**src/rtl/rom_dl_pkg.sv**
```systemverilog
// Shared types for the ROM download packer: FSM states, byte-lane selects, lane mask helper.
package rom_dl_pkg;

   typedef enum logic [2:0] {
      IDLE,
      COLLECT,
      WRITE,
      FLUSH,
      DONE
   } state_t;

   localparam logic [3:0] SEL_LO  = 4'b0011;
   localparam logic [3:0] SEL_HI  = 4'b1100;
   localparam logic [3:0] SEL_ALL = 4'b1111;

   function automatic logic [31:0] lane_mask(input logic [3:0] sel);
      return {{8{sel[3]}}, {8{sel[2]}}, {8{sel[1]}}, {8{sel[0]}}};
   endfunction

endpackage

```
**src/rtl/rom_dl_wb_master.sv**
```systemverilog
// Single-beat wishbone write engine: load latches a write, held stable until wb_ack.
// Bus signals are registered; load is ignored while a cycle is in flight.
module rom_dl_wb_master (
   input  logic        clk_sys,
   input  logic        reset,
   input  logic        load,
   input  logic [3:0]  load_sel,
   input  logic [25:0] load_adr,
   input  logic [31:0] load_dat,
   output logic        busy,
   output logic        acked,
   output logic        wb_cyc,
   output logic        wb_stb,
   output logic        wb_we,
   output logic [3:0]  wb_sel,
   output logic [25:0] wb_adr,
   output logic [31:0] wb_dat_o,
   input  logic        wb_ack
);
   logic        cyc_q, cyc_d;
   logic [3:0]  sel_q, sel_d;
   logic [25:0] adr_q, adr_d;
   logic [31:0] dat_q, dat_d;

   always_comb begin
      cyc_d = cyc_q;
      sel_d = sel_q;
      adr_d = adr_q;
      dat_d = dat_q;
      if (cyc_q && wb_ack) begin
         cyc_d = 1'b0;
      end else if (load && !cyc_q) begin
         cyc_d = 1'b1;
         sel_d = load_sel;
         adr_d = load_adr;
         dat_d = load_dat;
      end
   end

   always_ff @(posedge clk_sys) begin
      if (reset) begin
         cyc_q <= 1'b0;
         sel_q <= '0;
         adr_q <= '0;
         dat_q <= '0;
      end else begin
         cyc_q <= cyc_d;
         sel_q <= sel_d;
         adr_q <= adr_d;
         dat_q <= dat_d;
      end
   end

   // An ack outside a cycle (e.g. late after reset) is not ours.
   assign acked    = cyc_q & wb_ack;
   assign busy     = cyc_q;
   assign wb_cyc   = cyc_q;
   assign wb_stb   = cyc_q;
   assign wb_we    = cyc_q;
   assign wb_sel   = sel_q;
   assign wb_adr   = adr_q;
   assign wb_dat_o = dat_q;

endmodule

```
**src/rtl/rom_dl_packer.sv**
```systemverilog
// Packs 16-bit ioctl ROM download halfwords into 32-bit wishbone writes; ROM_DL_CHECKSUM_EN adds a checksum output.
// Bus cycle starts one edge after ioctl_wr; ioctl_wait holds the HPS until the cycle after the last ack.
module rom_dl_packer
   import rom_dl_pkg::*;
#(
   parameter logic [25:0] BASE_ADDR    = 26'h400000,
   parameter logic [31:0] REGION_BYTES = 32'h400000,
   parameter int          ADDR_W       = 25
) (
   input  logic              clk_sys,
   input  logic              reset,
   input  logic              dl_active,
   input  logic              ioctl_wr,
   input  logic [ADDR_W-1:0] ioctl_addr,
   input  logic [15:0]       ioctl_dout,
   output logic              ioctl_wait,
   output logic              wb_cyc,
   output logic              wb_stb,
   output logic              wb_we,
   output logic [3:0]        wb_sel,
   output logic [25:0]       wb_adr,
   output logic [31:0]       wb_dat_o,
   input  logic              wb_ack,
   output logic              done,
   output logic              overflow,
   output logic [21:0]       words_written
`ifdef ROM_DL_CHECKSUM_EN
   ,
   output logic [31:0]       checksum
`endif
);
   localparam int WW = ADDR_W - 2;

   state_t          state_q, state_d;
   logic            dl_q, dl_d;
   logic            buf_vld_q, buf_vld_d;
   logic [WW-1:0]   buf_w_q, buf_w_d;
   logic [15:0]     buf_dat_q, buf_dat_d;
   logic            pend_vld_q, pend_vld_d;
   logic [WW-1:0]   pend_w_q, pend_w_d;
   logic [15:0]     pend_dat_q, pend_dat_d;
   logic            wait_q, wait_d;
   logic            overflow_q, overflow_d;
   logic [21:0]     words_q, words_d;

   logic            load, busy, acked, rising;
   logic [3:0]      load_sel;
   logic [WW-1:0]   load_w;
   logic [31:0]     load_dat;
   logic [25:0]     load_adr;
   logic [WW-1:0]   wr_w;
   logic            wr_hi, wr_in_range, addr_lsb_unused;

   assign wr_w            = ioctl_addr[ADDR_W-1:2];
   assign wr_hi           = ioctl_addr[1];
   assign addr_lsb_unused = ioctl_addr[0];
   assign wr_in_range     = 32'({wr_w, 2'b00}) < REGION_BYTES;
   assign rising          = dl_active && !dl_q;
   assign dl_d            = dl_active;
   assign load_adr        = BASE_ADDR + 26'({load_w, 2'b00});

   always_ff @(posedge clk_sys) begin
      if (reset) begin
         state_q    <= IDLE;
         dl_q       <= 1'b0;
         buf_vld_q  <= 1'b0;
         buf_w_q    <= '0;
         buf_dat_q  <= '0;
         pend_vld_q <= 1'b0;
         pend_w_q   <= '0;
         pend_dat_q <= '0;
         wait_q     <= 1'b0;
         overflow_q <= 1'b0;
         words_q    <= '0;
      end else begin
         state_q    <= state_d;
         dl_q       <= dl_d;
         buf_vld_q  <= buf_vld_d;
         buf_w_q    <= buf_w_d;
         buf_dat_q  <= buf_dat_d;
         pend_vld_q <= pend_vld_d;
         pend_w_q   <= pend_w_d;
         pend_dat_q <= pend_dat_d;
         wait_q     <= wait_d;
         overflow_q <= overflow_d;
         words_q    <= words_d;
      end
   end

   always_comb begin
      state_d    = state_q;
      buf_vld_d  = buf_vld_q;
      buf_w_d    = buf_w_q;
      buf_dat_d  = buf_dat_q;
      pend_vld_d = pend_vld_q;
      pend_w_d   = pend_w_q;
      pend_dat_d = pend_dat_q;
      wait_d     = wait_q;
      overflow_d = overflow_q;
      words_d    = words_q + {21'd0, acked};
      load       = 1'b0;
      load_sel   = SEL_LO;
      load_w     = buf_w_q;
      load_dat   = {buf_dat_q, buf_dat_q};
      unique case (state_q)
         IDLE: begin
            if (rising) begin
               state_d    = COLLECT;
               buf_vld_d  = 1'b0;
               pend_vld_d = 1'b0;
               overflow_d = 1'b0;
               words_d    = '0;
            end
         end
         COLLECT: begin
            if (ioctl_wr && !wr_in_range) begin
               overflow_d = 1'b1;
            end else if (ioctl_wr) begin
               if (!wr_hi) begin
                  // A held half of another word goes out first; the new half takes its place.
                  load      = buf_vld_q && (buf_w_q != wr_w);
                  buf_vld_d = 1'b1;
                  buf_w_d   = wr_w;
                  buf_dat_d = ioctl_dout;
               end else if (buf_vld_q && (buf_w_q == wr_w)) begin
                  load      = 1'b1;
                  load_sel  = SEL_ALL;
                  load_w    = wr_w;
                  load_dat  = {ioctl_dout, buf_dat_q};
                  buf_vld_d = 1'b0;
               end else if (buf_vld_q) begin
                  load       = 1'b1;
                  buf_vld_d  = 1'b0;
                  pend_vld_d = 1'b1;
                  pend_w_d   = wr_w;
                  pend_dat_d = ioctl_dout;
               end else begin
                  load     = 1'b1;
                  load_sel = SEL_HI;
                  load_w   = wr_w;
                  load_dat = {ioctl_dout, ioctl_dout};
               end
            end
            if (load) begin
               state_d = WRITE;
               wait_d  = 1'b1;
            end else if (!dl_active) begin
               if (buf_vld_d) begin
                  load      = 1'b1;
                  load_w    = buf_w_d;
                  load_dat  = {buf_dat_d, buf_dat_d};
                  buf_vld_d = 1'b0;
                  state_d   = FLUSH;
               end else begin
                  state_d = DONE;
               end
            end
         end
         WRITE: begin
            if (ioctl_wr) overflow_d = 1'b1;
            if (acked) begin
               if (!pend_vld_q) begin
                  state_d = COLLECT;
                  wait_d  = 1'b0;
               end
            end else if (!busy && pend_vld_q) begin
               load       = 1'b1;
               load_sel   = SEL_HI;
               load_w     = pend_w_q;
               load_dat   = {pend_dat_q, pend_dat_q};
               pend_vld_d = 1'b0;
            end
         end
         FLUSH: begin
            if (acked) state_d = DONE;
         end
         DONE: begin
            state_d = IDLE;
         end
         default: begin
            state_d = IDLE;
         end
      endcase
   end

   always_comb begin
      done          = (state_q == DONE);
      ioctl_wait    = wait_q;
      overflow      = overflow_q;
      words_written = words_q;
   end

   rom_dl_wb_master u_wb (
      .clk_sys  (clk_sys),
      .reset    (reset),
      .load     (load),
      .load_sel (load_sel),
      .load_adr (load_adr),
      .load_dat (load_dat),
      .busy     (busy),
      .acked    (acked),
      .wb_cyc   (wb_cyc),
      .wb_stb   (wb_stb),
      .wb_we    (wb_we),
      .wb_sel   (wb_sel),
      .wb_adr   (wb_adr),
      .wb_dat_o (wb_dat_o),
      .wb_ack   (wb_ack)
   );

`ifdef ROM_DL_CHECKSUM_EN
   logic [31:0] csum_q, csum_d;

   always_comb begin
      csum_d = csum_q;
      if (state_q == IDLE && rising) csum_d = '0;
      else if (acked) csum_d = csum_q + (wb_dat_o & lane_mask(wb_sel));
   end

   always_ff @(posedge clk_sys) begin
      if (reset) csum_q <= '0;
      else       csum_q <= csum_d;
   end

   assign checksum = csum_q;
`endif

endmodule

```
**config.mk**
```make
export PLATFORM = sky130hd
export DESIGN_NAME = rom_dl_packer
export DESIGN_NICKNAME = d
export VERILOG_FILES = /design/src/rtl/rom_dl_pkg.sv /design/src/rtl/rom_dl_wb_master.sv /design/src/rtl/rom_dl_packer.sv
export SDC_FILE = /design/constraint.sdc
export NUM_CORES = 1
export LEC_CHECK = 0
export CAP_MARGIN = 15
export CORE_ASPECT_RATIO = 0.8
export CORE_MARGIN = 3
export CORE_UTILIZATION = 30
export CTS_BUF_LIST = sky130_fd_sc_hd__clkbuf_4 sky130_fd_sc_hd__clkbuf_8 sky130_fd_sc_hd__clkbuf_16
export CTS_CLUSTER_DIAMETER = 50
export CTS_CLUSTER_SIZE = 30
export DETAILED_ROUTE_END_ITERATION = 10
export PLACE_DENSITY = 0.47
export SYNTH_ARGS = -nofsm -noshare
export SYNTH_HDL_FRONTEND = slang
export SYNTH_SLANG_ARGS = --single-unit
```
**constraint.sdc**
```tcl
create_clock -name clk_sys -period 6.3 [get_ports clk_sys]
set_input_delay 1.26 -clock clk_sys [delete_from_list [all_inputs] [get_ports clk_sys]]
set_output_delay 1.26 -clock clk_sys [all_outputs]
set_load 0.05 [all_outputs]
```
==> impl_metrics.csv, run 1 <==
group,metric,value,unit
outcome,outcome,"finished clean",
cts,cts_setup_buffers,0,
worst_setup_path,crit_required,6.64,ns
job,cap_violations,0,
power,vdd_drop_max,0.179,mV
layout,synthToLayoutAreaGrowth,28.1,%
worst_setup_path,r2r-start,"buf_w_q[8]",
layout,n_antenna_cell,0,
timing,finalCriticalPeriod,4.31,ns
worst_setup_path,arrival,4.66,ns
detailed_routing,ant_nets,0,
worst_hold_path,hp-class,"flop to flop",
cts,h-tree-depth,4,
yosys,mappedNetlistArea,0.00764,mm2
placement,gp_congestion,0.762,
timing,finalSetupViolCount,0,
floorplanning,start_util,0.310,
cts,cts_sinks,167,
yosys,synth_cell_types,59,
yosys,synth_edf_count,0,
worst_setup_path,cp-end-kind,"flop",
timing,finClkSkew,0.0138,ns
cts,cts_root_buf,"clkbuf_16",
power,seq_power_share,0.462,
detailed_routing,viasPerCell,5.13,
placement,place_area,0.00921,mm2
cts,hold_buffers,0,
worst_setup_path,path_class,"primary input to flop",
grt,grt_pass1_wl,39.1,mm
timing,worst_slew_pin_slew,1.06,ns
detailed_routing,drtIter0Drc,415,
timing,tns,0,ns
cts,cts_buffers,17,
placement,port_buffers,132,
yosys,async_flop_share,0,
grt,grt-ovfl-total,0,
timing,slew_headroom,0.293,
detailed_routing,num_vias,6962,
timing,fmax,0.232,GHz
cts,clk_latency,0.43,ns
yosys,ys_seq_elements,167,
timing,slew_viol_final,0,
layout,drive_gt1_frac,0.0779,
cts,clockBufferDepth,2,
power,p_per_area,236,mW/mm2
power,clkPwrFrac,0.458,
worst_hold_path,min_from,"pend_dat_q[1]",
worst_setup_path,reg2reg_slack,3.03,ns
timing,period_share,0.685,
worst_setup_path,path_max_fanout,20,
grt,grt_pass1_vias,6701,
floorplanning,core-area,0.0247,mm2
cts,cts_tree,"done",
detailed_routing,drtPass1Iterations,5,
timing,rsz0062_at_grt,"no",
power,switching_share,0.268,
floorplanning,die_y,149,um
power,power.internal,1.69,mW
cts,clk_transition_reported_paths,0.07,ns
detailed_routing,drt-total-wl,25.0,mm
placement,pre_cts_slack,1.57,ns
cts,post_cts_resized,0,
yosys,synthFlopType,"dfxtp_1",
worst_setup_path,startpoint,"ioctl_addr[24]",
power,power_switching,0.619,mW
detailed_routing,wl_per_cell,18.4,um
yosys,synth_warnings,0,
yosys,syn_inst,930,
power,p_leak,3.39,nW
floorplanning,die_w,184,um
floorplanning,rows,51,
power,combPwrFrac,0.079,
layout,num-nets-final,1076,
grt,antenna_found_initial,0,
yosys,yosysSeqAreaShare,0.437,
grt,track_usage,0.183,
layout,final_area,0.00979,mm2
detailed_routing,drc,0,
floorplanning,die_area,0.0274,mm2
yosys,avgSynthCellArea,8.22,um2
placement,dp_hpwl,15.8,mm
timing,hold_viol,0,
grt,grt_max_degree,65,
floorplanning,ios,136,
timing,setup_slack,1.99,ns
layout,final_cell_mix,"197 x nand2_1, 167 x dfxtp_1, 131 x clkdlybuf4s50_1, 82 x a21oi_1, 73 x nor2_1",
worst_setup_path,critPathLaunchType,"primary input",
layout,final_common_cell,"nand2_1",
==> layout make-up <==
class	count	area (um2)
Multi-Input combinational cell	685	3990
Fill cell	2536	14900
Sequential cell	167	3340
Inverter	5	18.8
Clock buffer	18	439
Timing Repair Buffer	151	1460
Tap cell	318	398
Clock inverter	14	141
==> power groups by stage <==
stage          sequential [mW]  combinational [mW]  clock, mW
6_report                  1.07               0.183       1.06
2_1_floorplan             1.10              0.0854          0
3_5_place_dp              1.09               0.183          0
5_1_grt                   1.07               0.197       1.12
3_3_place_gp              1.09               0.184          0
4_1_cts                   1.07               0.184       1.09
==> synth_stat cells, types with 2 or more instances <==
cell type / count / area share
xnor2_1: 12 / 0.014
nor3_1: 12 / 0.0079
inv_1: 5 / 0.0025
or3_1: 3 / 0.0025
nor4_2: 4 / 0.0065
a21o_1: 12 / 0.012
buf_4: 8 / 0.0079
and4_1: 2 / 0.0023
nor2b_1: 5 / 0.0041
o21ai_0: 34 / 0.022
a211oi_1: 21 / 0.021
a311oi_1: 18 / 0.021
nand4_1: 5 / 0.0041
nor2_1: 73 / 0.036
mux2_2: 12 / 0.018
buf_2: 9 / 0.0059
a21oi_1: 83 / 0.054
o21ai_1: 17 / 0.011
nor4_1: 2 / 0.0016
o211a_1: 16 / 0.021
xor2_1: 28 / 0.032
nand3_1: 36 / 0.024
o31ai_1: 3 / 0.0029
or4_1: 2 / 0.0020
a221oi_1: 18 / 0.021
a31oi_1: 3 / 0.0025
a22o_1: 3 / 0.0034
clkbuf_1: 55 / 0.027
nand2b_1: 6 / 0.0049
ha_1: 3 / 0.0049
dfxtp_1: 167 / 0.44
and3_1: 14 / 0.011
mux2i_1: 16 / 0.021
nand2_1: 198 / 0.097
==> per-layer routing <==
metal / vias to the layer above / global-route usage / wire [um]
li1: 3458 / - / -
met1: 3297 / 0.279 / 12900
met2: 193 / 0.262 / 10600
met3: 14 / 0.0349 / 1300
met4: 0 / 0.0450 / 241
met5: - / 0 / 0
==> critical path, cell delays in order <==
cell	delay [ns]
clkdlybuf4s50_1	0.53
xor2_1	0.23
nor4_2	0.45
nand4_4	0.24
o21a_1	0.52
nor3_4	0.91
a221oi_1	0.20
a211oi_1	0.30
==> stage by stage <==
stage	power, mW	util	hold WS, ns	cells
floorplan	1.19	-	0.433	931
global placement	1.28	0.373	0.439	1326
detailed placement	1.28	0.373	0.444	1326
CTS	2.34	0.397	0.454	1358
global route	2.39	0.397	0.471	1358
finish	2.31	0.397	0.455	1358
==> kinds of logic (layout without fill, tap and decap cells) <==
family / after synthesis / in the layout / share of synthesized area
xor+xnor: 40 / 40 / 0.0458
fa+ha+maj: 3 / 3 / 0.00491
mux: 28 / 28 / 0.0386
simple gates: 373 / 373 / 0.221
other cells: 1 / 2 / 0.000491
flops: 167 / 167 / 0.437
compound gates: 239 / 239 / 0.206
buf+inv: 79 / 188 / 0.0463
==> registers in the layout (all words and copies together), names as in the netlist <==
register	count
u_wb.busy	1
pend_dat_q	16
u_wb.wb_adr	24
ioctl_wait	1
dl_q	1
state_q	3
u_wb.wb_sel	2
buf_dat_q	16
u_wb.wb_dat_o	32
pend_vld_q	1
overflow	1
buf_vld_q	1
pend_w_q	23
words_written	22
buf_w_q	23
==> final timing paths <==
path                           to  cells past startpoint
setup / recovery  u_wb.wb_adr[21]                      8
hold / removal      pend_dat_q[1]                      2
setup reg to reg  u_wb.wb_adr[21]                      7
hold reg to reg     pend_dat_q[1]                      2
Power figures use the tool's default switching activity.
==> inputs of run 2 (changes only) <==
==> constraint.sdc (replaced) <==
create_clock -name clk_sys -period 4.08 [get_ports clk_sys]
set_input_delay 0.816 -clock clk_sys [delete_from_list [all_inputs] [get_ports clk_sys]]
set_output_delay 0.816 -clock clk_sys [all_outputs]
set_load 0.05 [all_outputs]
==> impl_metrics.csv, run 2 (synthesized netlist as in run 1, its figures left out) <==
group,metric,value,unit
worst_setup_path,cp-end-kind,"flop",
detailed_routing,num_vias,7019,
cts,cts_sinks,167,
timing,setup_slack,0.746,ns
placement,pre_cts_slack,0.307,ns
timing,fmax,0.300,GHz
floorplanning,die_area,0.0274,mm2
timing,finalSetupViolCount,0,
cts,cts_tree,"done",
layout,n_antenna_cell,0,
cts,cts_setup_buffers,0,
worst_setup_path,path_max_fanout,17,
layout,largest_reg_flops,32,
detailed_routing,drtIter0Drc,488,
worst_hold_path,hp-class,"flop to flop",
detailed_routing,drt-total-wl,24.9,mm
floorplanning,die_w,184,um
layout,final_cell_mix,"197 x nand2_1, 167 x dfxtp_1, 131 x clkdlybuf4s50_1, 82 x a21oi_1, 73 x nor2_1",
grt,track_usage,0.182,
timing,slew_headroom,0.341,
cts,clk_transition_reported_paths,0.07,ns
floorplanning,core-area,0.0247,mm2
floorplanning,rows,51,
power,p_per_area,367,mW/mm2
placement,dp_cells,1343,
placement,dp_hpwl,16.3,mm
worst_setup_path,critPathLaunchType,"primary input",
layout,final_util,0.404,
floorplanning,ios,136,
worst_setup_path,arrival,3.67,ns
grt,grt-ovfl-total,0,
grt,grt_max_degree,65,
placement,gp_congestion,0.769,
grt,antenna_found_initial,0,
worst_setup_path,path_class,"primary input to flop",
cts,cts_buffers,17,
layout,register_area,0.00334,mm2
timing,tns,0,ns
worst_setup_path,crit_required,4.42,ns
grt,grt_pass1_vias,6729,
cts,cts_root_buf,"clkbuf_16",
power,p_leak,3.48,nW
layout,multi_input_area,0.00398,mm2
layout,drive_gt1_frac,0.0927,
grt,grt_pass1_wl,39.1,mm
layout,nFillCells,2498,
layout,synthToLayoutAreaGrowth,30.4,%
power,power.total,3.65,mW
timing,hold_viol,0,
placement,port_buffers,132,
detailed_routing,wl_per_cell,18.1,um
layout,num-nets-final,1093,
timing,rsz0062_at_grt,"no",
timing,finalCriticalPeriod,3.33,ns
timing,finClkSkew,0.0143,ns
job,cap_violations,0,
floorplanning,start_util,0.310,
outcome,outcome,"finished clean",
layout,final_common_cell,"nand2_1",
layout,stdcell_count,1375,
floorplanning,die_y,149,um
cts,clk_latency,0.43,ns
detailed_routing,ant_nets,0,
cts,hold_buffers,0,
detailed_routing,drtPass1Iterations,5,
cts,h-tree-depth,4,
power,vdd_drop_max,0.267,mV
detailed_routing,drc,0,
timing,slew_viol_final,0,
timing,period_share,0.817,
cts,post_cts_resized,0,
detailed_routing,viasPerCell,5.10,
timing,worst_slew_pin_slew,0.983,ns
cts,clockBufferDepth,2,
==> run 2: power breakdown <==
group          switching (mW)  internal (mW)
sequential             0.0100           1.64
combinational           0.191         0.0997
clock                   0.728          0.986
==> run 2: routing by layer <==
metal | GRT usage | vias to the layer above | part of all wire
met3 | 0.0392 | 17 | 0.054
met5 | 0 | - | 0
met2 | 0.262 | 174 | 0.41
met4 | 0.0450 | 0 | 0.012
met1 | 0.275 | 3336 | 0.52
li1 | - | 3492 | -
==> run 2: final timing paths <==
| check | startpoint | end | slack [ns] | cells past startpoint |
|---|---|---|---|---|
| worst min-delay path | pend_dat_q[3] | pend_dat_q[3] | 0.45 | 2 |
| worst max register to register | buf_w_q[8] | u_wb.wb_adr[11] | 1.34 | 8 |
| worst max-delay path | ioctl_addr[24] | u_wb.wb_adr[11] | 0.75 | 9 |
| worst min register to register | pend_dat_q[3] | pend_dat_q[3] | 0.45 | 2 |
==> run 2: cell type report <==
| cell class | instances | area share |
|---|---|---|
| clock buffers | 18 | 0.0441 |
| clock inverters | 14 | 0.0172 |
| inverters | 5 | 0.00188 |
| multi-input cells | 685 | 0.400 |
| flip-flops and latches | 167 | 0.335 |
| well taps | 318 | 0.0399 |
| repair buffers | 168 | 0.162 |
==> run 2: metrics by stage <==
step,instance area [um2],hold WS (ns)
2_1_floorplan,7650,0.433
3_3_place_gp,9360,0.439
3_5_place_dp,9360,0.444
4_1_cts,9970,0.453
5_1_grt,9970,0.469
6_report,9970,0.453
==> run 2: worst max-delay path, cell delays in order <==
cell,delay (ns)
clkdlybuf4s50_1,0.52
xor2_1,0.23
nor4_2,0.49
nand4_4,0.24
o41ai_4,0.54
and2_1,0.22
buf_4,0.26
a221oi_1,0.08
a211oi_1,0.25
